===== src/rtl/sha2_msg_sched_if.sv =====
// SHA-2 message-schedule handshake bundle: block load port plus schedule word stream.
// Latency: none, this is wiring only.
// Backpressure: o_ld_ready throttles loading and i_ready stalls the word stream.
interface sha2_msg_sched_if #(
    parameter int WORD_W = 32
);
    logic              i_start;
    logic              i_ld_valid;
    logic [WORD_W-1:0] i_ld_data;
    logic              o_ld_ready;
    logic [WORD_W-1:0] o_w;
    logic [7:0]        o_t;
    logic              o_valid;
    logic              i_ready;
    logic              o_busy;
    logic              o_done;

    modport master (
        output i_start, i_ld_valid, i_ld_data, i_ready,
        input  o_ld_ready, o_w, o_t, o_valid, o_busy, o_done
    );

    modport slave (
        input  i_start, i_ld_valid, i_ld_data, i_ready,
        output o_ld_ready, o_w, o_t, o_valid, o_busy, o_done
    );
endinterface


===== src/rtl/sha2_msg_sched.sv =====
// SHA-256/512 message schedule: loads 16 words, then streams W[0..ROUNDS-1].
// Latency: start takes 1 cycle, load takes 16 cycles minimum, then one word per cycle.
// Backpressure: i_ready low freezes the window, o_w and o_t; loading follows i_ld_valid.
module sha2_msg_sched #(
    parameter int WORD_W = 32,
    parameter int ROUNDS = 64
) (
    input  logic           i_clk,
    input  logic           i_rst,
    sha2_msg_sched_if.slave bus
);
    if (!(WORD_W == 32 || WORD_W == 64)) begin : g_bad_word_w
        $error("sha2_msg_sched: WORD_W must be 32 or 64");
    end
    if (ROUNDS < 16 || ROUNDS > 255) begin : g_bad_rounds
        $error("sha2_msg_sched: ROUNDS must be in 16..255");
    end

    // Rotate/shift amounts of the two sigma functions for the selected family.
    localparam int S0_R1 = (WORD_W == 64) ? 1  : 7;
    localparam int S0_R2 = (WORD_W == 64) ? 8  : 18;
    localparam int S0_SH = (WORD_W == 64) ? 7  : 3;
    localparam int S1_R1 = (WORD_W == 64) ? 19 : 17;
    localparam int S1_R2 = (WORD_W == 64) ? 61 : 19;
    localparam int S1_SH = (WORD_W == 64) ? 6  : 10;
    localparam logic [7:0] LAST_T = 8'(ROUNDS - 1);

    typedef enum logic [1:0] {
        ST_IDLE = 2'd0,
        ST_LOAD = 2'd1,
        ST_RUN  = 2'd2
    } state_t;

    state_t            r_state;
    state_t            w_state_nxt;
    logic [WORD_W-1:0] r_win [16];
    logic [3:0]        r_cnt;
    logic [7:0]        r_t;
    logic              r_done;
    logic              w_ld_xfer;
    logic              w_out_xfer;
    logic              w_last;
    logic [WORD_W-1:0] w_new;

    function automatic logic [WORD_W-1:0] rotr(input logic [WORD_W-1:0] x, input int n);
        return (x >> n) | (x << (WORD_W - n));
    endfunction

    function automatic logic [WORD_W-1:0] sig0(input logic [WORD_W-1:0] x);
        return rotr(x, S0_R1) ^ rotr(x, S0_R2) ^ (x >> S0_SH);
    endfunction

    function automatic logic [WORD_W-1:0] sig1(input logic [WORD_W-1:0] x);
        return rotr(x, S1_R1) ^ rotr(x, S1_R2) ^ (x >> S1_SH);
    endfunction

    // W[t+16] from the window holding W[t..t+15]; carries out of the top bit drop.
    assign w_new = sig1(r_win[14]) + r_win[9] + sig0(r_win[1]) + r_win[0];

    always_comb begin
        w_state_nxt = r_state;
        w_ld_xfer   = 1'b0;
        w_out_xfer  = 1'b0;
        w_last      = 1'b0;
        case (r_state)
            ST_IDLE: begin
                if (bus.i_start) begin
                    w_state_nxt = ST_LOAD;
                end
            end
            ST_LOAD: begin
                w_ld_xfer = bus.i_ld_valid;
                if (w_ld_xfer && (r_cnt == 4'd15)) begin
                    w_state_nxt = ST_RUN;
                end
            end
            ST_RUN: begin
                w_out_xfer = bus.i_ready;
                w_last     = w_out_xfer && (r_t == LAST_T);
                if (w_last) begin
                    w_state_nxt = ST_IDLE;
                end
            end
            default: begin
                w_state_nxt = ST_IDLE;
            end
        endcase
    end

    always_ff @(posedge i_clk or posedge i_rst) begin
        if (i_rst) begin
            r_state <= ST_IDLE;
            r_cnt   <= 4'd0;
            r_t     <= 8'd0;
            r_done  <= 1'b0;
            for (int i = 0; i < 16; i++) begin
                r_win[i] <= '0;
            end
        end else begin
            r_state <= w_state_nxt;
            r_done  <= w_last;
            if ((r_state == ST_IDLE) && bus.i_start) begin
                r_cnt <= 4'd0;
            end
            if (w_ld_xfer) begin
                r_win[r_cnt] <= bus.i_ld_data;
                r_cnt        <= r_cnt + 4'd1;
                if (r_cnt == 4'd15) begin
                    r_t <= 8'd0;
                end
            end
            // The window shifts on every transfer, so W[0..15] leave exactly as loaded.
            if (w_out_xfer) begin
                for (int i = 0; i < 15; i++) begin
                    r_win[i] <= r_win[i+1];
                end
                r_win[15] <= w_new;
                r_t       <= r_t + 8'd1;
            end
        end
    end

    assign bus.o_ld_ready = (r_state == ST_LOAD);
    assign bus.o_valid    = (r_state == ST_RUN);
    assign bus.o_busy     = (r_state == ST_LOAD) || (r_state == ST_RUN);
    assign bus.o_done     = r_done;
    assign bus.o_w        = r_win[0];
    assign bus.o_t        = r_t;
endmodule


===== src/flat_wrapper.sv =====
// flat-port wrapper written by rule: the top's interface ports become plain ports
module sha2_msg_sched_flat 
#(
    parameter int WORD_W = 32,
    parameter int ROUNDS = 64
)
  (i_clk, i_rst, bus_i_start, bus_i_ld_valid, bus_i_ld_data, bus_i_ready, bus_o_ld_ready, bus_o_w, bus_o_t, bus_o_valid, bus_o_busy, bus_o_done);
  sha2_msg_sched_if #(.WORD_W(WORD_W)) bus_i ();
  input  logic i_clk;
  input  logic i_rst;
  input wire logic [$bits(bus_i.i_start)-1:0] bus_i_start;
  input wire logic [$bits(bus_i.i_ld_valid)-1:0] bus_i_ld_valid;
  input wire logic [$bits(bus_i.i_ld_data)-1:0] bus_i_ld_data;
  input wire logic [$bits(bus_i.i_ready)-1:0] bus_i_ready;
  output wire logic [$bits(bus_i.o_ld_ready)-1:0] bus_o_ld_ready;
  output wire logic [$bits(bus_i.o_w)-1:0] bus_o_w;
  output wire logic [$bits(bus_i.o_t)-1:0] bus_o_t;
  output wire logic [$bits(bus_i.o_valid)-1:0] bus_o_valid;
  output wire logic [$bits(bus_i.o_busy)-1:0] bus_o_busy;
  output wire logic [$bits(bus_i.o_done)-1:0] bus_o_done;
  assign bus_i.i_start = bus_i_start;
  assign bus_i.i_ld_valid = bus_i_ld_valid;
  assign bus_i.i_ld_data = bus_i_ld_data;
  assign bus_i.i_ready = bus_i_ready;
  assign bus_o_ld_ready = bus_i.o_ld_ready;
  assign bus_o_w = bus_i.o_w;
  assign bus_o_t = bus_i.o_t;
  assign bus_o_valid = bus_i.o_valid;
  assign bus_o_busy = bus_i.o_busy;
  assign bus_o_done = bus_i.o_done;
  sha2_msg_sched #(.WORD_W(WORD_W), .ROUNDS(ROUNDS)) u_core (.i_clk(i_clk), .i_rst(i_rst), .bus(bus_i));
endmodule

===== config.mk =====
export PLATFORM = sky130hd
export DESIGN_NAME = sha2_msg_sched_flat
export DESIGN_NICKNAME = d
export VERILOG_FILES = /design/src/rtl/sha2_msg_sched_if.sv /design/src/rtl/sha2_msg_sched.sv /design/src/flat_wrapper.sv
export SDC_FILE = /design/constraint.sdc
export NUM_CORES = 2
export LEC_CHECK = 0
export BUFFER_PORTS_ARGS = -buffer_cell sky130_fd_sc_hd__buf_4
export CAP_MARGIN = 20
export CORE_UTILIZATION = 40
export CTS_CLUSTER_DIAMETER = 60
export DETAILED_ROUTE_END_ITERATION = 16
export SLEW_MARGIN = 10
export SYNTH_ARGS = -nofsm -noshare
export SYNTH_HDL_FRONTEND = slang
export SYNTH_SLANG_ARGS = --single-unit

===== constraint.sdc =====
create_clock -name i_clk -period 20 [get_ports i_clk]
set_input_delay 2 -clock i_clk [delete_from_list [all_inputs] [get_ports i_clk]]
set_output_delay 2 -clock i_clk [all_outputs]
set_load 0.05 [all_outputs]

### Yosys cells after proc, flatten, opt, wreduce, memory -nomap -nowiden

Cells that the tools add are included.

* add/sub/neg operators: 5
* magnitude comparators: 2
* eq/ne operators: 7
* multiplexer cells: 17
* bitwise logic cells: 9
* reductions and logical operators: 11

Operator list (count)
* $mux W512: 2
* $bwmux W512: 1
* $demux W32 S4: 1
* $add A32 B32 Y32: 3
* $xor A32 B32 Y32: 2
* $mux W32: 1
* $or A13 B32 Y32: 1
* $or A14 B32 Y32: 1
* $or A15 B32 Y32: 1
* $or A25 B32 Y32: 1
* $xor A32 B22 Y32: 1
* $xor A32 B29 Y32: 1
* $mux W8: 3
* $add A8 B1 Y8 const B: 1
* $eq A8 B6 Y1 const B: 1
* $mux W4: 2
* $mux W2: 3
* $pmux W2 S3: 1
* $reduce_bool A2 Y1: 3
* $ge A5 B5 Y1 const B: 1
* $lt A5 B1 Y1 const B: 1
* $not A4 Y5: 1
* $add A4 B1 Y4 const B: 1
* $eq A4 B4 Y1 const B: 1
* 10 further kinds: 16

* bits in registers: 527
* input bits: 37
* output and inout bits: 44
* logic and storage cells: 71

### Depth between registers and ports, before layout

* word-level depth: 8
* gate-level depth with buffers: 16
* depth with buffers taken out: 14

### Worst setup path after synthesis

Ideal clock, no wire load.

* path type: register to register
* from: reg u_core.r_win[456] in the netlist's numbering
* to: reg u_core.r_win[27] in the netlist's numbering
* data arrival time: 3.966 ns
* data required time: 19.860 ns
* path slack: 15.894 ns
* stages on the path, launching flop included: 15
* path buffers: 1
* period minus slack after synthesis: 4.106 ns
* cells stage by stage: dfrtp_1 clkbuf_1 xnor2_1 xnor2_1 fa_1 fa_1 ha_1 fa_1 a21o_1 a221oi_4 o31ai_4 a21o_2 a211o_1 a2111oi_0 a211oi_1

* longest elaborated chain between the ends: 6
* elaborated cells between the ends (all ways): 7

Ends and longest elaborated chain
* from (decl): line sha2_msg_sched.sv:36 `logic [WORD_W-1:0] r_win [16];`
* from (signal, indexed assignment): line sha2_msg_sched.sv:106 `r_win[r_cnt] <= bus.i_ld_data;`
* from (signal, indexed assignment): line sha2_msg_sched.sv:115 `r_win[i] <= r_win[i+1];`
* $or A25 B32 Y32 / $or A14 B32 Y32 (equally long branches): line sha2_msg_sched.sv:46 `return (x >> n) | (x << (WORD_W - n));`
* $xor A32 B32 Y32: line sha2_msg_sched.sv:50 `return rotr(x, S0_R1) ^ rotr(x, S0_R2) ^ (x >> S0_SH);`
* $xor A32 B29 Y32 (*): line sha2_msg_sched.sv:50
* $add A32 B32 Y32 (*) (2 in series): line sha2_msg_sched.sv:58 `assign w_new = sig1(r_win[14]) + r_win[9] + sig0(r_win[1]) + r_win[0];`
* $mux W512 (*): line sha2_msg_sched.sv:113 `if (w_out_xfer) begin`

Every way passes the cells marked *; elsewhere a longest branch is shown, timed or not.
A chain may end at the register's enable or synchronous reset.

### Worst setup path in the final report

* from: in bus_i_ready
* to: reg u_core.r_win[100] in the netlist's numbering

* longest elaborated chain between the ends: 2
* elaborated cells between the ends (all ways): 3

Ends and longest elaborated chain
* from (decl): line flat_wrapper.sv:14 `input wire logic [$bits(bus_i.i_ready)-1:0] bus_i_ready;`
* $mux W1 (*): line sha2_msg_sched.sv:65 `case (r_state)`
* $mux W512 / $reduce_bool A2 Y1 (equally long branches)

Marked as above.

==> flow_summary.yaml <==
yosys:
  ys_seq_elements: 527
  ys.flop_type: "dfrtp_1"
  synth_area_per_cell_um2: 9.738
  ys_types: 66
  synthTopCellsByArea: "dfrtp_1 45%, mux2i_1 17%, o21ai_0 9.0%, nand2_1 6.8%, fa_1 4.3%"
  synth_top_cell_area_share_pct: 45.23
  yosysSeqAreaShare_pct: 45.23
  syn_nets: 3133
  synthCells: 2994
  async_flop_share_pct: 100.0
  synth_edf_count: 0
  netlist_area_um2: 29160
  yosysTopAreaCell: "dfrtp_1"
  synth_warnings: 0
global_routing:
  antenna_found_initial: 1
  grt.overflow.total: 0
  grt_pass1_wl_mm: 126.6
  grt_usage_pct: 22.26
  grt_max_degree: 282
  grt_pass1_vias: 20600
cts:
  cts_resized: 0
  clock_latency_ns: 0.63
  numClockSinks: 527
  cts_hold_buf: 0
  cts_tree: "done"
  cts_root_buf: "clkbuf_16"
  htree_levels: 2
  cts_buffers: 58
  clkTransAtPathRegs_ns: 0.07
  post_cts_buffers: 0
  cts.path.max_buffers: 3
route:
  drt_first_pass_iters: 5
  drc: 0
  via_per_inst: 5.383
  drt_wl_total_mm: 82.52
  wl_per_cell_um: 21.33
  vias: 20820
  drtIter0Drc: 1856
  ant_nets: 0
min_path:
  min_path_type: "flop to flop"
  whs_path_depth: 2
floorplanning:
  core_um2: 71850
  initial_utilization_pct: 40.58
  die_area_um2: 73980
  die_y_um: 272.0
  die_w_um: 272.0
  rows: 98
  ios: 81
timing:
  drv_slew: 0
  period_minus_slack_ns: 5.145
  rsz0062_at_grt: "no"
  period_share_pct: 25.72
  finalSetupTns_ns: 0
  setup_viol: 0
  fmax_mhz: 194.4
  hold_violations: 0
  fin_worst_skew_ns: 0.02799
  max_slew_margin_pct: 31.07
  worst_slew_pin_slew_ns: 1.034
  fin_ws_ns: 14.86
place:
  io_buffers: 80
  gp_congestion: 0.9424
  pre_cts_slack_ns: 13.95
  dpl-instance-area_um2: 29980
  dp_hpwl_mm: 55.26
finish:
  drive_above_1_share_pct: 8.602
  area_growth_pct: 9.908
  final_nets: 3008
  diodes: 0
  fin_area_um2: 32050
power_and_ir_drop:
  p_leak_nw: 13.78
  peakVddDrop_v: 0.0001602
  powerDensity_nw_per_um2: 157.4
  finalPower_w: 0.005044
setup_path:
  worstSetupPathType: "input port to flop"
  cp_max_fo: 281
  critPathLaunchType: "input port"
  arrival_ns: 5.61
  r2r_cells: 13
  end_kind: "flop"
  critPathRequiredTime_ns: 20.47
run:
  drv_cap: 0
outcome:
  status: "complete, no violations"
## cell usage in the layout, fill, tap and decap left out, types with 4 or more instances in the layout
master	netlist	final
nand2b_1	4	4
mux2i_1	497	497
nand3_1	17	13
inv_8	0	4
xnor2_1	121	121
o31ai_1	4	4
a21o_1	11	11
nor2_4	0	12
nor2b_1	12	12
o21ai_0	527	527
clkbuf_16	0	59
nor3_1	7	7
a21oi_1	42	42
clkbuf_1	201	9
nand2_1	532	532
o21bai_1	8	8
buf_4	34	102
fa_1	62	62
nand4_1	7	7
a211oi_1	19	19
ha_1	40	40
dfrtp_1	527	527
and3_1	4	4
inv_1	140	139
a31oi_1	10	10
nor2_1	33	21
xor2_1	19	19
clkinv_2	0	11
mux2_2	5	5
clkbuf_8	3	19
## worst max-delay path, cell delays in order
cell and delay (ns):
buf_4 0.09, and2_4 0.81, buf_4 0.83, buf_12 0.69, buf_4 0.37, buf_16 0.33, o21ai_0 0.18
## per-layer routing
| layer | up-vias | track usage, % | wire (um) |
|---|---|---|---|
| li1 | 9785 | - | - |
| met1 | 10510 | 31.10 | 37890 |
| met2 | 440 | 35.89 | 38520 |
| met3 | 89 | 4.337 | 4606 |
| met4 | 2 | 4.613 | 1493 |
| met5 | - | 0 | 8 |
## registers in the layout, indices dropped and copies added, names as in the netlist
register and cells:
u_core.bus.o_t 8, u_core.r_state 2, u_core.bus.o_w 32, u_core.bus.o_done 1, u_core.r_cnt 4, u_core.r_win 480
## through the flow
stage	hold WS [ns]	utilization, %	std cells
after floorplan	0.4422	-	2994
after global placement	0.4510	41.73	3756
after detailed placement	0.4574	41.73	3756
after CTS	0.4571	44.48	3865
after global routing	0.4734	44.60	3868
final	0.4592	44.60	3868
## cells in the mapped netlist, drive strengths merged (6+ instances only)
master	n
a21oi	42
mux2i	497
xnor2	121
nand3	18
inv	140
buf	87
nor3	7
nor2	33
fa	62
nand4	7
a31oi	10
xor2	19
o21ai	529
and3	7
o31ai	6
clkbuf	206
ha	40
nor2b	12
nand2	532
o21bai	8
a211oi	20
dfrtp	527
a21o	14
## power breakdown
group	switching [W]	leakage (nW)	total (W)	internal, W
Combinational	0.00155	5.64	0.00246	0.000918
Sequential	0.000244	7.15	0.00148	0.00123
Clock	0.000461	0.983	0.00110	0.000641
## worst paths after layout
kind	start	to	slack (ns)
setup reg to reg	u_core.r_win[50]$_DFFE_PP0P_	u_core.r_win[27]$_DFFE_PP0P_	15.04
hold reg to reg	u_core.r_win[7]$_DFFE_PP0P_	u_core.r_win[39]$_DFFE_PP0P_	0.46
setup / recovery	bus_i_ready	u_core.r_win[100]$_DFFE_PP0P_	14.86
max in group asynchronous	i_rst	u_core.r_win[133]$_DFFE_PP0P_	16.19
hold / removal	u_core.r_win[7]$_DFFE_PP0P_	u_core.r_win[39]$_DFFE_PP0P_	0.46
min in group asynchronous	i_rst	u_core.r_win[346]$_DFFE_PP0P_	1.49
## cell families after synthesis
| group | Yosys count | synth area share [%] |
|---|---|---|
| AOI/OAI and AO/OA | 650 | 12.07 |
| xor gates and xnor gates | 140 | 4.205 |
| adders and majority gates | 102 | 5.973 |
| buffers and inverters | 433 | 6.317 |
| DFF | 527 | 45.23 |
| muxes | 502 | 17.26 |
| and+or+nand+nor | 640 | 8.947 |
## final cells by class
class / count / area, um^2
Timing Repair Buffer: 108 / 908.4
Clock inverter: 22 / 209.0
Clock buffer: 87 / 1772
Tap cell: 950 / 1189
Inverter: 140 / 533.0
Fill cell: 6930 / 39810
Multi-Input combinational cell: 2034 / 14250
Sequential cell: 527 / 13190
No activity file was read; power rests on OpenSTA's default activity.
